==> src/rtl/module_frequency_divider_pkg.sv <==
// module_frequency_divider_pkg: shared widths, output reset level and delay FSM states.
package module_frequency_divider_pkg;
  localparam int DEF_PERIOD_W = 30;
  localparam int DEF_LIMIT_W = 8;
  localparam logic OUT_RST = 1'b0;
  typedef enum logic {IDLE, WAIT} dly_state_t;
endpackage

==> src/rtl/freq_div_core.sv <==
// freq_div_core: square wave that toggles every half_period qzt_clk cycles.
module freq_div_core
  import module_frequency_divider_pkg::*;
#(
  parameter int W = DEF_PERIOD_W
) (
  input  logic         qzt_clk,
  input  logic         reset_n,
  input  logic [W-1:0] half_period,
  output logic         clk_out
);
  logic [W-1:0] cnt;
  logic [W:0] nxt;
  // cnt+1 >= half_period equals cnt >= half_period-1 without underflow at 0
  assign nxt = {1'b0, cnt} + 1'b1;
  always_ff @(posedge qzt_clk or negedge reset_n)
    if (!reset_n) begin
      cnt <= '0;
      clk_out <= OUT_RST;
    end else if (nxt >= {1'b0, half_period}) begin
      cnt <= '0;
      clk_out <= ~clk_out;
    end else cnt <= nxt[W-1:0];
endmodule

==> src/rtl/module_frequency_divider.sv <==
// module_frequency_divider: main divided clock, timing tick, and a tick-delayed copy of the main clock.
module module_frequency_divider
  import module_frequency_divider_pkg::*;
#(
  parameter int PERIOD_W = DEF_PERIOD_W,
  parameter int LIMIT_W = DEF_LIMIT_W
) (
  input  logic                qzt_clk,
  input  logic                reset_n,
  input  logic [PERIOD_W-1:0] period,
  input  logic [PERIOD_W-1:0] tick_period,
  input  logic [LIMIT_W-1:0]  limit,
  output logic                clk_out,
  output logic                tick_out,
  output logic                clk_delayed
);
  logic clk_prev, tick_prev, captured, clk_edge, tick_rise;
  logic [LIMIT_W-1:0] count;
  logic [LIMIT_W:0] count_nxt;
  dly_state_t state;
  freq_div_core #(.W(PERIOD_W)) u_main (
    .qzt_clk(qzt_clk), .reset_n(reset_n), .half_period(period), .clk_out(clk_out)
  );
  freq_div_core #(.W(PERIOD_W)) u_tick (
    .qzt_clk(qzt_clk), .reset_n(reset_n), .half_period(tick_period), .clk_out(tick_out)
  );
  assign clk_edge = clk_out != clk_prev;
  assign tick_rise = tick_out & ~tick_prev;
  assign count_nxt = {1'b0, count} + 1'b1;
  // a clk_edge always wins over a tick_rise and restarts any pending transition
  always_ff @(posedge qzt_clk or negedge reset_n)
    if (!reset_n) begin
      clk_prev <= 1'b0;
      tick_prev <= 1'b0;
      captured <= 1'b0;
      count <= '0;
      state <= IDLE;
      clk_delayed <= OUT_RST;
    end else begin
      clk_prev <= clk_out;
      tick_prev <= tick_out;
      if (clk_edge) begin
        captured <= clk_out;
        count <= '0;
        state <= (limit == '0) ? IDLE : WAIT;
        if (limit == '0) clk_delayed <= clk_out;
      end else if (state == WAIT && tick_rise) begin
        if (count_nxt == {1'b0, limit}) begin
          clk_delayed <= captured;
          state <= IDLE;
        end else if (!count_nxt[LIMIT_W]) count <= count_nxt[LIMIT_W-1:0];
      end
    end
endmodule

==> config.mk <==
export PLATFORM = sky130hd
export DESIGN_NAME = module_frequency_divider
export DESIGN_NICKNAME = d
export VERILOG_FILES = /design/src/rtl/module_frequency_divider_pkg.sv /design/src/rtl/freq_div_core.sv /design/src/rtl/module_frequency_divider.sv
export SDC_FILE = /design/constraint.sdc
export NUM_CORES = 1
export LEC_CHECK = 0
export ABC_CLOCK_PERIOD_IN_PS = 4400
export BUFFER_PORTS_ARGS = -buffer_cell sky130_fd_sc_hd__buf_4
export CORE_MARGIN = 2
export CORE_UTILIZATION = 35
export CTS_BUF_LIST = sky130_fd_sc_hd__clkbuf_8
export CTS_CLUSTER_SIZE = 30
export DETAILED_ROUTE_END_ITERATION = 16
export MAX_ROUTING_LAYER = met4
export PLACE_DENSITY = 0.53
export RECOVER_POWER = 25
export SLEW_MARGIN = 20
export SYNTH_ARGS = -nofsm -noshare
export SYNTH_HDL_FRONTEND = slang
export SYNTH_SLANG_ARGS = --single-unit
export TNS_END_PERCENT = 30
==> constraint.sdc <==
create_clock -name qzt_clk -period 4.4 [get_ports qzt_clk]
set_input_delay 0.88 -clock qzt_clk [delete_from_list [all_inputs] [get_ports qzt_clk]]
set_output_delay 0.88 -clock qzt_clk [all_outputs]
set_load 0.05 [all_outputs]
== After elaboration in Yosys (flattened, before gate mapping) ==
Cells that the tools add are included.

* Bits in registers: 75
* Latch bits: 0
* Memory bits (writable): 0
* Bits in read-only memories: 0
* Input bits: 70
* Output and inout port bits: 3
* Logic and storage cells: 45
* Memories kept: 0

* Add/sub/neg operators: 3
* Multipliers: 0
* Div/mod/pow operators: 0
* Order comparisons: 2
* Equal/unequal tests: 5
* Shift-type cells: 0
* Mux-type cells: 14
* Bitwise operators: 4
* Reductions and logical operators: 7

{| class="wikitable"
|+ Operators by type and width
! operator !! count
|-
| 30-bit by 1-bit adder with 31-bit output (second input constant) || 2
|-
| 31-bit by 30-bit greater-or-equal comparator with 1-bit output || 2
|-
| 30-bit two-way mux || 2
|-
| 8-bit two-way mux || 4
|-
| 8-bit by 1-bit adder with 9-bit output (second input constant) || 1
|-
| 9-bit by 8-bit == test with 1-bit output || 1
|-
| 8-bit logical NOT || 1
|-
| 1-bit two-way mux || 8
|-
| 3-bit AND reduction || 2
|-
| 2-bit inequality test (second input constant) || 2
|-
| 2-bit nonzero test || 2
|-
| 1-bit inverter || 3
|-
| 2-bit by 1-bit inequality test with 1-bit output (second input constant) || 1
|-
| 2-bit AND reduction || 1
|-
| 1-bit AND || 1
|-
| 1-bit logical AND || 1
|-
| 1-bit inequality test || 1
|}

== Longest topological paths before layout ==
* Depth after elaboration: 5
* Gate-level depth with buffers: 14
* Mapped depth without buffers: 12

== By module ==
Synthesis repeated with hierarchy kept, for this count alone.

* Cells, all modules: 586
* Area, all modules: 5449.0 um^2

{| class="wikitable"
|+ By module, submodules not included
! module !! instances !! cells each !! area each (um^2)
|-
| freq_div_core (u_main) || 1 || 250 || 2283.4
|-
| freq_div_core (u_tick) || 1 || 239 || 2273.4
|-
| module_frequency_divider || 1 || 97 || 892.1
|}

== Worst setup path before layout ==
Ideal clock, no wire load.

* Kind: register -> register
* Start point: register u_main.cnt[8]
* End point: register u_main.clk_out
* Data arrival time: 3.043 ns
* Path slack: 1.227 ns
* Cell stages (with the launch flop): 14
* Path buffers: 1
* Period minus slack after synthesis: 3.173 ns
* Cell sequence: dfrtp_1 > and4_1 > nand3_1 > nor3_2 > nand3_1 > xnor2_1 > ha_1 > a21o_1 > a21oi_1 > o211ai_1 > or3b_1 > or3b_1 > buf_4 > xor2_1

* Longest elaborated chain between the ends: 2

{| class="wikitable"
|+ Ends and longest elaborated chain
! item !! RTL line !! RTL
|-
| start, declared || freq_div_core.sv:12 || <nowiki>logic [W-1:0] cnt;</nowiki>
|-
| start signal, assigned || freq_div_core.sv:23 || <nowiki>end else cnt <= nxt[W-1:0];</nowiki>
|-
| 30-bit by 1-bit adder with 31-bit output || freq_div_core.sv:15 || <nowiki>assign nxt = {1'b0, cnt} + 1'b1;</nowiki>
|-
| 31-bit by 30-bit greater-or-equal comparator with 1-bit output || freq_div_core.sv:20 || <nowiki>end else if (nxt >= {1'b0, half_period}) begin</nowiki>
|-
| end signal, assigned || freq_div_core.sv:22 || <nowiki>clk_out <= ~clk_out;</nowiki>
|-
| end, declared || freq_div_core.sv:10 || <nowiki>output logic clk_out</nowiki>
|}

Every way passes these cells.
A chain may end at the register's enable or synchronous reset.

== Final worst setup path ==
* Start point: register u_main.cnt[8]
* End point: register u_main.cnt[7]

* Longest elaborated chain between the ends: 3

{| class="wikitable"
|+ Ends and longest elaborated chain
! item !! RTL line
|-
| 30-bit by 1-bit adder with 31-bit output || freq_div_core.sv:15
|-
| 31-bit by 30-bit greater-or-equal comparator with 1-bit output || freq_div_core.sv:20
|-
| 30-bit two-way mux || freq_div_core.sv:20
|}

Every way passes these cells.

==> impl_metrics.toml <==
[detailed_routing]
final_antenna_net_count = 0
drcViolationCount = 0
post_drt_wl_per_cell_um = 13.8
wl_um = 12600
drt_iter0_markers = 259
drt-pass1-iter-count = 4
viasPerCell = 4.97
num_vias = 4534

[power_and_ir_drop]
p_sw_frac = 0.249
power_frac_clock = 0.367
seqPwrFrac = 0.538
p_leak_nw = 3.32
p_switching_mw = 0.319
p_int_mw = 0.962
p_comb_frac = 0.095
p_per_area_mw_per_mm2 = 198
ir_drop_v = 0.000171
p_total_mw = 1.28

[global_routing]
grt_pass1_wl_um = 21700
grt_antenna_before_repair = 0
grt_max_degree = 76
gr-total-overflow = 0
track_usage = 0.167
grt_pass1_vias = 4666

[synthesis]
synth_compound_area_frac = 0.0990
synth_mux_area_frac = 0.00203
ys_ff_latch = 75
synthFlopType = "dfrtp_1"
ys_warn_count = 0
async_flop_share = 1.00
synth_cell_type_count = 57
post_synth.cell_area_avg_sq_um = 8.87
synth_edf_count = 0
synth_top_family_by_area = "simple AND/OR/NAND/NOR gates"
synthTopCellsByArea = "dfrtp_1, ha_1, xnor2_1"
synth_top_area_share = 0.339
synth_top_area_cell = "dfrtp_1"
netlist_area_sq_mm = 0.00554
synth_xor_area_frac = 0.107
synth_cells = 624
syn_nets = 757
yosys.area_share.simple = 0.250
synthAdderAreaFrac = 0.142
ys_seq_area_frac = 0.339

[floorplanning]
rows = 45
io-pin-count = 73
dieArea_sq_mm = 0.0168
fp.dieH_um = 130
start_util = 0.362
core_sq_mm = 0.0153
dieWidth_um = 130

[timing]
drv_slew = 76
setup_viol = 0
worst_pin_slew_ps = 1900
finalCritPeriodShare = 0.884
fin_setup_tns_ps = 0
fmax_mhz = 257
fin_crit_ps = 3890
holdWs_ps = 503
rsz0062_at_grt = "false"
hold_viol = 0
worst_slack_ps = 510
fin_skew_ps = 13.8
maxSlewHeadroom = -0.266

[final_layout]
multiInputGateArea_sq_mm = 0.00332
antenna_cells = 0
fin_nets = 830
n_fill_cell = 1576
ff_latch_area_sq_mm = 0.00188
syn_to_final_growth_pct = 16.7
post-route-util = 0.422
drive_gt1_frac = 0.147

[run]
maxCapViolCount = 1

[worst_hold_path]
hold_class = "flip-flop to flip-flop"
min_from = "clk_delayed$_DFFE_PN0P_"

[clock_tree]
numClockSinks = 75
cts_root_buf = "clkbuf_8"
clk_pin_slew_ps = 80
cts_max_path_buffers = 2
htree_levels = 3
cts-buffers-inserted = 9
postCtsSetupRepairBufs = 0
cts_tree = "done"
clk_latency_ps = 360

[placement]
place.gp.congestion = 0.873
post-dp-hpwl_um = 9800
io_buffer_count = 72
place_ws_ps = 347

[worst_setup_path]
timing.critical_path.from = "u_main.cnt[8]$_DFF_PN0_"
timing.critical_path.arrival_ps = 4180
worstSetupEndpointType = "flip-flop"
worst-setup-path-type = "flip-flop to flip-flop"
cp_max_fo = 19
timing.rr.start = "u_main.cnt[8]$_DFF_PN0_"
startpoint_type = "flip-flop"
required_ps = 4690

[outcome]
outcome = "finished, violations left"
violations = "capacitance limit, slew limit"
[routing by layer]
metal | share of wire | vias up | GRT usage
li1 | - | 2295 | -
met1 | 0.47 | 2158 | 0.213
met2 | 0.48 | 73 | 0.266
met3 | 0.040 | 8 | 0.0418
met4 | 0.010 | 0 | 0.0430
met5 | 0 | - | -
[critical path, cell delays in order, from the launching register on]
cell and delay [ps]:
dfrtp_1 410, and4_1 270, nand3_1 130, nor3_2 440, nand3_1 160, xnor2_1 200
ha_1 290, a21o_1 190, a21oi_1 150, o211ai_1 110, or3b_1 370, or3b_2 690
buf_4 270, nor2b_1 130
[area by class of cell]
class,count,share of cell area
multi-input cells,465,0.515
flip-flops and latches,75,0.291
repair buffers,77,0.0891
well taps,211,0.0409
inverters,69,0.0401
clock buffers,10,0.0213
clock inverters,5,0.00349
[logic make-up after synthesis]
group | count (synthesis)
XOR/XNOR | 67
adder cells (fa/ha/maj) | 63
AO/OA/AOI/OAI | 80
flip-flops | 75
AND/OR/NAND/NOR | 254
buffers and inverters | 84
multiplexers | 1
[metrics by stage]
step | area, sq um | std cells
floorplan | 5540 | 624
global placement | 6300 | 897
detailed placement | 6300 | 897
CTS | 6460 | 912
global route | 6460 | 912
finish | 6460 | 912
[state kept, by name (all words and copies together), names as in the netlist]
register and count:
clk_delayed 1, captured 1, tick_prev 1, u_main.cnt 30, u_tick.clk_out 1, u_tick.cnt 30
count 8, clk_prev 1, state 1, u_main.clk_out 1
[power groups by stage]
| stage | clock network [mW] | registers, mW | logic, mW |
|---|---|---|---|
| 5_1_grt | 0.522 | 0.689 | 0.141 |
| 2_1_floorplan | 0 | 0.703 | 0.0488 |
| 3_5_place_dp | 0 | 0.703 | 0.125 |
| 3_3_place_gp | 0 | 0.703 | 0.120 |
| 4_1_cts | 0.486 | 0.689 | 0.126 |
| 6_report | 0.470 | 0.689 | 0.122 |
[cell usage in the layout (no fill, tap or decap), types with 3 or more instances in the layout]
cell type,count
a211oi_1,3
a21boi_0,3
a21o_1,6
a21oi_1,27
a31o_2,4
and3_1,11
and4_1,9
buf_4,76
clkbuf_8,10
clkinv_2,3
dfrtp_1,75
ha_1,63
inv_1,71
nand2_1,39
nand2b_1,4
nand3_1,40
nand4_1,25
nor2_1,40
nor2b_1,55
nor3_1,8
nor4_1,6
o211ai_1,5
o21ai_0,10
o31ai_1,4
xnor2_1,42
xor2_1,24
[worst paths after layout]
kind | cells after the start | to | slack (ps)
worst min register to register | 1 | clk_delayed$_DFFE_PN0P_ | 500
worst max-delay path | 13 | u_main.cnt[7]$_DFF_PN0_ | 510
min in group asynchronous | 1 | u_tick.cnt[1]$_DFF_PN0_ | 1050
max in group asynchronous | 1 | u_main.cnt[22]$_DFF_PN0_ | 2240
worst max register to register | 13 | u_main.cnt[7]$_DFF_PN0_ | 510
worst min-delay path | 1 | clk_delayed$_DFFE_PN0P_ | 500
[timing repair]
action | CTS | global route
endpoints found under the hold margin | 0 | 0
gates resized for setup | 0 | 1
hold buffers | 0 | 0
endpoints found under the setup margin | 0 | 12
[Yosys cell counts, types with 9 or more instances]
master and count:
a21oi_1 27, and3_1 11, and4_1 9, buf_2 9, dfrtp_1 75, ha_1 63
inv_1 69, nand2_1 39, nand3_1 40, nand4_1 25, nor2_1 40, nor2b_1 55
o21ai_0 10, xnor2_1 42, xor2_1 24
Power figures use the tool's default switching activity.
